--- src/rtl/obi_rready_buffer_pkg.sv ---
// rtl/obi_rready_buffer_pkg.sv - OBI config, channel structs and helpers for the rready buffer
package obi_rready_buffer_pkg;

    // OBI port configuration
    typedef struct packed {
        logic        use_rready;
        logic        integrity;
        int unsigned addr_width;
        int unsigned data_width;
        int unsigned id_width;
    } obi_cfg_t;

    localparam int unsigned AddrWidth = 32;
    localparam int unsigned DataWidth = 32;
    localparam int unsigned IdWidth   = 4;

    localparam obi_cfg_t ObiDefaultConfig = '{
        use_rready: 1'b0,
        integrity:  1'b0,
        addr_width: AddrWidth,
        data_width: DataWidth,
        id_width:   IdWidth
    };

    localparam obi_cfg_t ObiRReadyConfig = '{
        use_rready: 1'b1,
        integrity:  1'b0,
        addr_width: AddrWidth,
        data_width: DataWidth,
        id_width:   IdWidth
    };

    // A channel: address, write control, id and atomic opcode
    typedef struct packed {
        logic [AddrWidth-1:0]   addr;
        logic                   we;
        logic [DataWidth/8-1:0] be;
        logic [DataWidth-1:0]   wdata;
        logic [IdWidth-1:0]     aid;
        logic [5:0]             atop;
    } obi_a_chan_t;

    // R channel: read data, id and error flag
    typedef struct packed {
        logic [DataWidth-1:0] rdata;
        logic [IdWidth-1:0]   rid;
        logic                 err;
    } obi_r_chan_t;

    typedef struct packed {
        obi_a_chan_t a;
        logic        req;
        logic        rready;
    } obi_sbr_req_t;

    typedef struct packed {
        obi_r_chan_t r;
        logic        gnt;
        logic        rvalid;
    } obi_sbr_rsp_t;

    typedef struct packed {
        obi_a_chan_t a;
        logic        req;
    } obi_mgr_req_t;

    typedef struct packed {
        obi_r_chan_t r;
        logic        gnt;
        logic        rvalid;
    } obi_mgr_rsp_t;

    // Bits needed to count 0..depth inclusive
    function automatic int unsigned cnt_width(input int unsigned depth);
        return (depth < 1) ? 1 : $clog2(depth + 1);
    endfunction

endpackage

--- src/rtl/obi_rsp_fifo.sv ---
// rtl/obi_rsp_fifo.sv - Depth-entry registered FIFO holding OBI R-channel responses
//
// Ports:
//   clk_i, rst_i  clock, synchronous active-high reset
//   push, wdata   write one entry (caller guarantees room)
//   pop           remove head entry (ignored when empty)
//   rdata         head entry
//   full, empty   occupancy flags
module obi_rsp_fifo
    import obi_rready_buffer_pkg::*;
#(
    parameter int unsigned Depth  = 2,
    parameter type         data_t = obi_r_chan_t
) (
    input  logic  clk_i,
    input  logic  rst_i,
    input  logic  push,
    input  data_t wdata,
    input  logic  pop,
    output data_t rdata,
    output logic  full,
    output logic  empty
);

    localparam int unsigned PtrW = (Depth > 1) ? $clog2(Depth) : 1;
    localparam int unsigned CntW = cnt_width(Depth);

    data_t            mem_q [Depth];
    logic [PtrW-1:0]  wptr_q;
    logic [PtrW-1:0]  rptr_q;
    logic [CntW-1:0]  cnt_q;
    logic             pop_ok;

    // Pointers wrap at Depth, which need not be a power of two
    function automatic logic [PtrW-1:0] next_ptr(input logic [PtrW-1:0] p);
        return (p == PtrW'(Depth - 1)) ? '0 : p + PtrW'(1);
    endfunction

    assign full   = (cnt_q == CntW'(Depth));
    assign empty  = (cnt_q == '0);
    assign pop_ok = pop & ~empty;
    assign rdata  = mem_q[rptr_q];

    always_ff @(posedge clk_i) begin
        if (rst_i) begin
            wptr_q <= '0;
            rptr_q <= '0;
            cnt_q  <= '0;
        end else begin
            if (push) begin
                mem_q[wptr_q] <= wdata;
                wptr_q        <= next_ptr(wptr_q);
            end
            if (pop_ok) begin
                rptr_q <= next_ptr(rptr_q);
            end
            cnt_q <= cnt_q + CntW'(push) - CntW'(pop_ok);
        end
    end

endmodule

--- src/rtl/obi_rready_buffer.sv ---
// rtl/obi_rready_buffer.sv - lets an rready-capable OBI manager drive a shim without rready
//
// Ports:
//   clk_i      clock
//   rst_i      synchronous active-high reset
//   sbr_req_i  upstream request (req, a channel, rready)
//   sbr_rsp_o  upstream response (gnt, rvalid, r channel)
//   mgr_req_o  downstream request to the SRAM shim
//   mgr_rsp_i  downstream response (gnt, rvalid one cycle after grant, r channel)
module obi_rready_buffer
    import obi_rready_buffer_pkg::*;
#(
    parameter obi_cfg_t    SbrCfg    = ObiRReadyConfig,
    parameter obi_cfg_t    MgrCfg    = ObiDefaultConfig,
    parameter type         sbr_req_t = obi_sbr_req_t,
    parameter type         sbr_rsp_t = obi_sbr_rsp_t,
    parameter type         mgr_req_t = obi_mgr_req_t,
    parameter type         mgr_rsp_t = obi_mgr_rsp_t,
    parameter int unsigned Depth     = 2
) (
    input  logic     clk_i,
    input  logic     rst_i,
    input  sbr_req_t sbr_req_i,
    output sbr_rsp_t sbr_rsp_o,
    output mgr_req_t mgr_req_o,
    input  mgr_rsp_t mgr_rsp_i
);

    localparam int unsigned CntW = cnt_width(Depth);

    if (Depth < 1) begin : gen_bad_depth
        $error("obi_rready_buffer: Depth must be at least 1");
    end
    if (SbrCfg.integrity || MgrCfg.integrity) begin : gen_bad_integrity
        $error("obi_rready_buffer: integrity checking is not supported");
    end
    if (!SbrCfg.use_rready || MgrCfg.use_rready) begin : gen_bad_rready
        $error("obi_rready_buffer: upstream needs rready, downstream must not use it");
    end
    if (SbrCfg.addr_width != MgrCfg.addr_width ||
        SbrCfg.data_width != MgrCfg.data_width ||
        SbrCfg.id_width   != MgrCfg.id_width) begin : gen_bad_widths
        $error("obi_rready_buffer: upstream and downstream widths must match");
    end

    // Outstanding transactions: in flight at the shim plus held in the FIFO
    logic [CntW-1:0] cnt_q;
    logic            pop;
    logic            space;
    logic            gnt;
    logic            hs;
    logic            fifo_full;
    logic            fifo_empty;
    obi_r_chan_t     fifo_head;

    assign pop   = ~fifo_empty & sbr_req_i.rready;
    // A pop this cycle frees a slot, so rready feeds gnt combinationally
    // to sustain one transaction per cycle even at Depth=2.
    assign space = (cnt_q < CntW'(Depth)) | pop;
    assign gnt   = mgr_rsp_i.gnt & space & ~rst_i;
    assign hs    = sbr_req_i.req & gnt;

    always_comb begin
        mgr_req_o     = '0;
        mgr_req_o.a   = sbr_req_i.a;
        mgr_req_o.req = sbr_req_i.req & space & ~rst_i;
    end

    always_comb begin
        sbr_rsp_o        = '0;
        sbr_rsp_o.gnt    = gnt;
        sbr_rsp_o.rvalid = ~fifo_empty;
        sbr_rsp_o.r      = fifo_head;
    end

    always_ff @(posedge clk_i) begin
        if (rst_i) begin
            cnt_q <= '0;
        end else begin
            cnt_q <= cnt_q + CntW'(hs) - CntW'(pop);
        end
    end

    // The shim answers exactly one cycle after grant and cannot be stalled,
    // so every rvalid is stored; the grant throttle keeps a slot free for it.
    obi_rsp_fifo #(
        .Depth  (Depth),
        .data_t (obi_r_chan_t)
    ) i_rsp_fifo (
        .clk_i (clk_i),
        .rst_i (rst_i),
        .push  (mgr_rsp_i.rvalid & ~rst_i),
        .wdata (mgr_rsp_i.r),
        .pop   (pop),
        .rdata (fifo_head),
        .full  (fifo_full),
        .empty (fifo_empty)
    );

    always_ff @(posedge clk_i) begin
        if (!rst_i) begin
            assert (!(mgr_rsp_i.rvalid && fifo_full && !pop))
            else $fatal(1, "obi_rready_buffer: response pushed into full FIFO");
            assert (cnt_q <= CntW'(Depth))
            else $fatal(1, "obi_rready_buffer: outstanding count above Depth");
        end
    end

endmodule

--- config.mk ---
export PLATFORM = sky130hd
export DESIGN_NAME = obi_rready_buffer
export DESIGN_NICKNAME = d
export VERILOG_FILES = /design/src/rtl/obi_rready_buffer_pkg.sv /design/src/rtl/obi_rsp_fifo.sv /design/src/rtl/obi_rready_buffer.sv
export SDC_FILE = /design/constraint.sdc
export NUM_CORES = 1
export LEC_CHECK = 0
export CAP_MARGIN = 30
export CORE_MARGIN = 5
export CORE_UTILIZATION = 25
export CTS_BUF_LIST = sky130_fd_sc_hd__clkbuf_16
export CTS_CLUSTER_DIAMETER = 50
export CTS_CLUSTER_SIZE = 25
export DETAILED_ROUTE_END_ITERATION = 6
export GPL_ROUTABILITY_DRIVEN = 0
export PLACE_DENSITY = 0.61
export SYNTH_ARGS = -nofsm -noshare
export SYNTH_HDL_FRONTEND = slang
export SYNTH_SLANG_ARGS = --single-unit
--- constraint.sdc ---
create_clock -name clk_i -period 5.2 [get_ports clk_i]
set_input_delay 1.3 -clock clk_i [delete_from_list [all_inputs] [get_ports clk_i]]
set_output_delay 1.3 -clock clk_i [all_outputs]
set_load 0.03 [all_outputs]
==> flow_metrics.tcl <==
set metrics [dict create \
    grt_max_usage_layer "met2" \
    post_drt_via_cell_ratio 3.92 \
    tritoncts "yes" \
    crit_required_ps 3900 \
    worst_slack_ps 977 \
    synth_sequential_area_ratio_pct 61.9 \
    critPathLaunchType "input pin" \
    r2r-start "i_rsp_fifo.cnt_q[0]" \
    max_stage_delay_ps 680 \
    grt_pass1_vias 1840 \
    min_delay_worst_endpoint "cnt_q[0]" \
    synthArstFlopShare_pct 0 \
    avg_wl_per_cell_um 20.0 \
    antenna_cells 0 \
    post_synth_inst_count 234 \
    clock_insertion_delay_worst_skew_ps 330 \
    gr-total-overflow 0 \
    detail_route.wirelength_um 8760 \
    drt_iter0_markers 139 \
    clock-root-buffer "clkbuf_16" \
    cts_inserted_buffers 9 \
    rows 45 \
    outcome "finished, final reports clean" \
    layout-area-overhead-vs-synth_pct 19.3 \
    endpoint_kind "primary output" \
    design.core.area_mm2 0.0151 \
    setup_total_negative_slack_ps 0 \
    fin_total_pwr_mw 2.06 \
    synth.distinct_cells 21 \
    grt_max_degree 32 \
    start_util_pct 25.3 \
    worst_r2r_path_cells 7 \
    p_per_area_mw_per_mm2 452 \
    cts.repair_timing.setup_buffer_count 0 \
    finalCoreUtilization_pct 30.2 \
    globalRouteMet2Util_pct 17.2 \
    tritoncts_num_sinks 81 \
    worst_clock_skew_ps 5.41 \
    critical-path-top-cell-by-count "clkdlybuf4s50_1" \
    count_of_final_hold_check_violations 0 \
    cell_by_cell_listing_of_the_critical_path "clkdlybuf4s50_1, nand2b_1, a21oi_1, clkdlybuf4s50_1" \
    worst_hold_start "cnt_q[0]" \
    synth.largest_area_cell "edfxtp_1" \
    hold_path_depth 2 \
    num_vias 1717 \
    synthesis.area_mm2 0.00382 \
    max_root_sink_buffers 2 \
    synth_edf_count 74 \
    cts.reportedPaths.clkPinSlew_ps 60 \
    place.detailed.hpwl_um 6930 \
    largest_cells_by_area_after_synthesis "edfxtp_1 (58%), buf_4 (16%), mux2_4 (13%)" \
    io_buffers 82 \
    setup_viol_count_final 0 \
    critical_path.reg2reg.endpoint "cnt_q[1]" \
    grt_use_total_pct 9.67 \
    globalRouteMet1Util_pct 8.61 \
    globalRouteMet3Util_pct 5.51 \
    ff2ff_setup_slack_ps 3550 \
    share_of_the_synthesized_area_in_the_top_cell_type_pct 58.2 \
    finish.net_count 371 \
    worstPathBufferInverterCount 2 \
    peakVddDrop_mv 0.167 \
    worst-slew-pin-transition_ps 582 \
    finalCritPeriodShare_pct 81.2 \
    chipHeight_um 134 \
    drt_pass1_iterations 3 \
    max_cap_viol_count 0 \
    first_pass_grt_wire_length_um 12500 \
    critical_path.startpoint "rst_i" \
    die_area_mm2 0.0178 \
    post_synth.cell_area_avg_um2 16.3 \
    fmax_mhz 237 \
    timing_max_transition_violations_final 0 \
    ios 241 \
    synth.net_count 360 \
    min-delay-path-class "reg -> reg" \
    share_of_cells_above_drive_strength_1_pct 25.6 \
    htree_levels 3 \
    remaining_routing_drc_violations 0 \
    finalWorstPathRequiredPeriod_ps 4220 \
    die_x_um 134 \
    worstSetupPathDepth 4 \
    placement.setup.worst_slack_ps 955 \
    antenna_found_initial 0 \
    worst_slew_margin_rel_pct 61.2 \
    synthFlopType "edfxtp_1" \
    rsz0062_at_grt "no" \
    post_cts_hold_buffer_count 0 \
    ant_nets 0 \
    worst_ep_arrival_time_ps 2920 \
    ys_seq_elements 81 \
    crit_slowest_cell "clkdlybuf4s50_1" \
    leakagePower_nw 1.60 \
    path_max_fanout 11 \
    critical_path_class "in -> out" \
    synth.yosys.warnings 0 \
    post_cts.resized_instances 0 \
    cp_top_family "buffers and inverters" \
]
-- flip-flops by register name, summed over array words and instances, names as in the netlist, named ones only --
register	cells
i_rsp_fifo.cnt_q	2
cnt_q	2
i_rsp_fifo.wptr_q	1
i_rsp_fifo.rptr_q	1
i_rsp_fifo.mem_q	74
-- synth_stat cells, types with 2 or more instances --
library cell   n
nand2b_1       3
nor2_1         6
nor2b_1        3
a21oi_1        2
mux2_4        32
ha_1           4
dfxtp_1        7
mux2_2         7
xnor3_1        2
buf_4         80
inv_1          3
edfxtp_1      74
buf_12         3
-- layer usage --
metal / vias to the layer above / part of all wire (%)
met5: - / 0
met4: 0 / 4.3
met3: 38 / 12
met2: 128 / 53
met1: 785 / 31
li1: 766 / -
-- cells in the final DEF, fill, tap and decap left out, types with 3 or more instances in the layout --
| cell type | instances |
|---|---|
| mux2_2 | 7 |
| nor2b_1 | 3 |
| edfxtp_1 | 74 |
| clkdlybuf4s50_1 | 82 |
| mux2_4 | 32 |
| buf_4 | 3 |
| dfxtp_1 | 6 |
| nor2_1 | 4 |
| clkbuf_16 | 9 |
| nand2b_1 | 3 |
| inv_1 | 3 |
| ha_1 | 4 |
-- where the power goes --
part	switching (mW)	leakage, nW	total (mW)	internal (mW)
combinational	0.300	0.711	0.615	0.315
sequential	0.0252	0.738	0.781	0.755
clock	0.243	0.153	0.663	0.420
total	0.569	1.60	2.06	1.49
-- worst min-delay path: stages (launching register included) --
cell	delay, ps
dfxtp_1	320
ha_1	120
nor2b_1	100
-- stage by stage --
stage / cells / area [um2] / hold slack, ps
6_report: 438 / 4550 / 576
5_1_grt: 438 / 4550 / 617
4_1_cts: 438 / 4550 / 585
3_5_place_dp: 422 / 4230 / 573
3_3_place_gp: 422 / 4230 / 550
2_1_floorplan: 234 / 3820 / 504
-- worst max-delay path by stage --
stage | slack (ps) | end
2_1_floorplan | 1580 | i_rsp_fifo.mem_q[0][0]
3_3_place_gp | 980 | mgr_req_o[0]
3_5_place_dp | 950 | mgr_req_o[0]
4_1_cts | 950 | mgr_req_o[0]
5_1_grt | 880 | sbr_rsp_o[1]
6_report | 980 | mgr_req_o[0]
-- layout make-up --
type                            count  area (um2)
Tap cell                          188         235
Multi-Input combinational cell     64         777
Timing Repair Buffer               85         843
Clock buffer                        9         225
Inverter                            4        15.0
Sequential cell                    81        2360
Clock inverter                      7        93.8
Fill cell                        1461       10500
-- logic make-up (layout without fill, tap and decap cells) --
| kind of cell | after synthesis | in the layout | synth area share (%) |
|---|---|---|---|
| mux | 39 | 39 | 14.7 |
| xor+xnor | 3 | 3 | 1.41 |
| simple gates | 14 | 14 | 1.84 |
| compound gates | 4 | 4 | 0.754 |
| flops | 81 | 81 | 61.9 |
| buf+inv | 89 | 105 | 18.1 |
| fa+ha+maj | 4 | 4 | 1.31 |
Note: power is estimated with default switching activity, not from simulation.
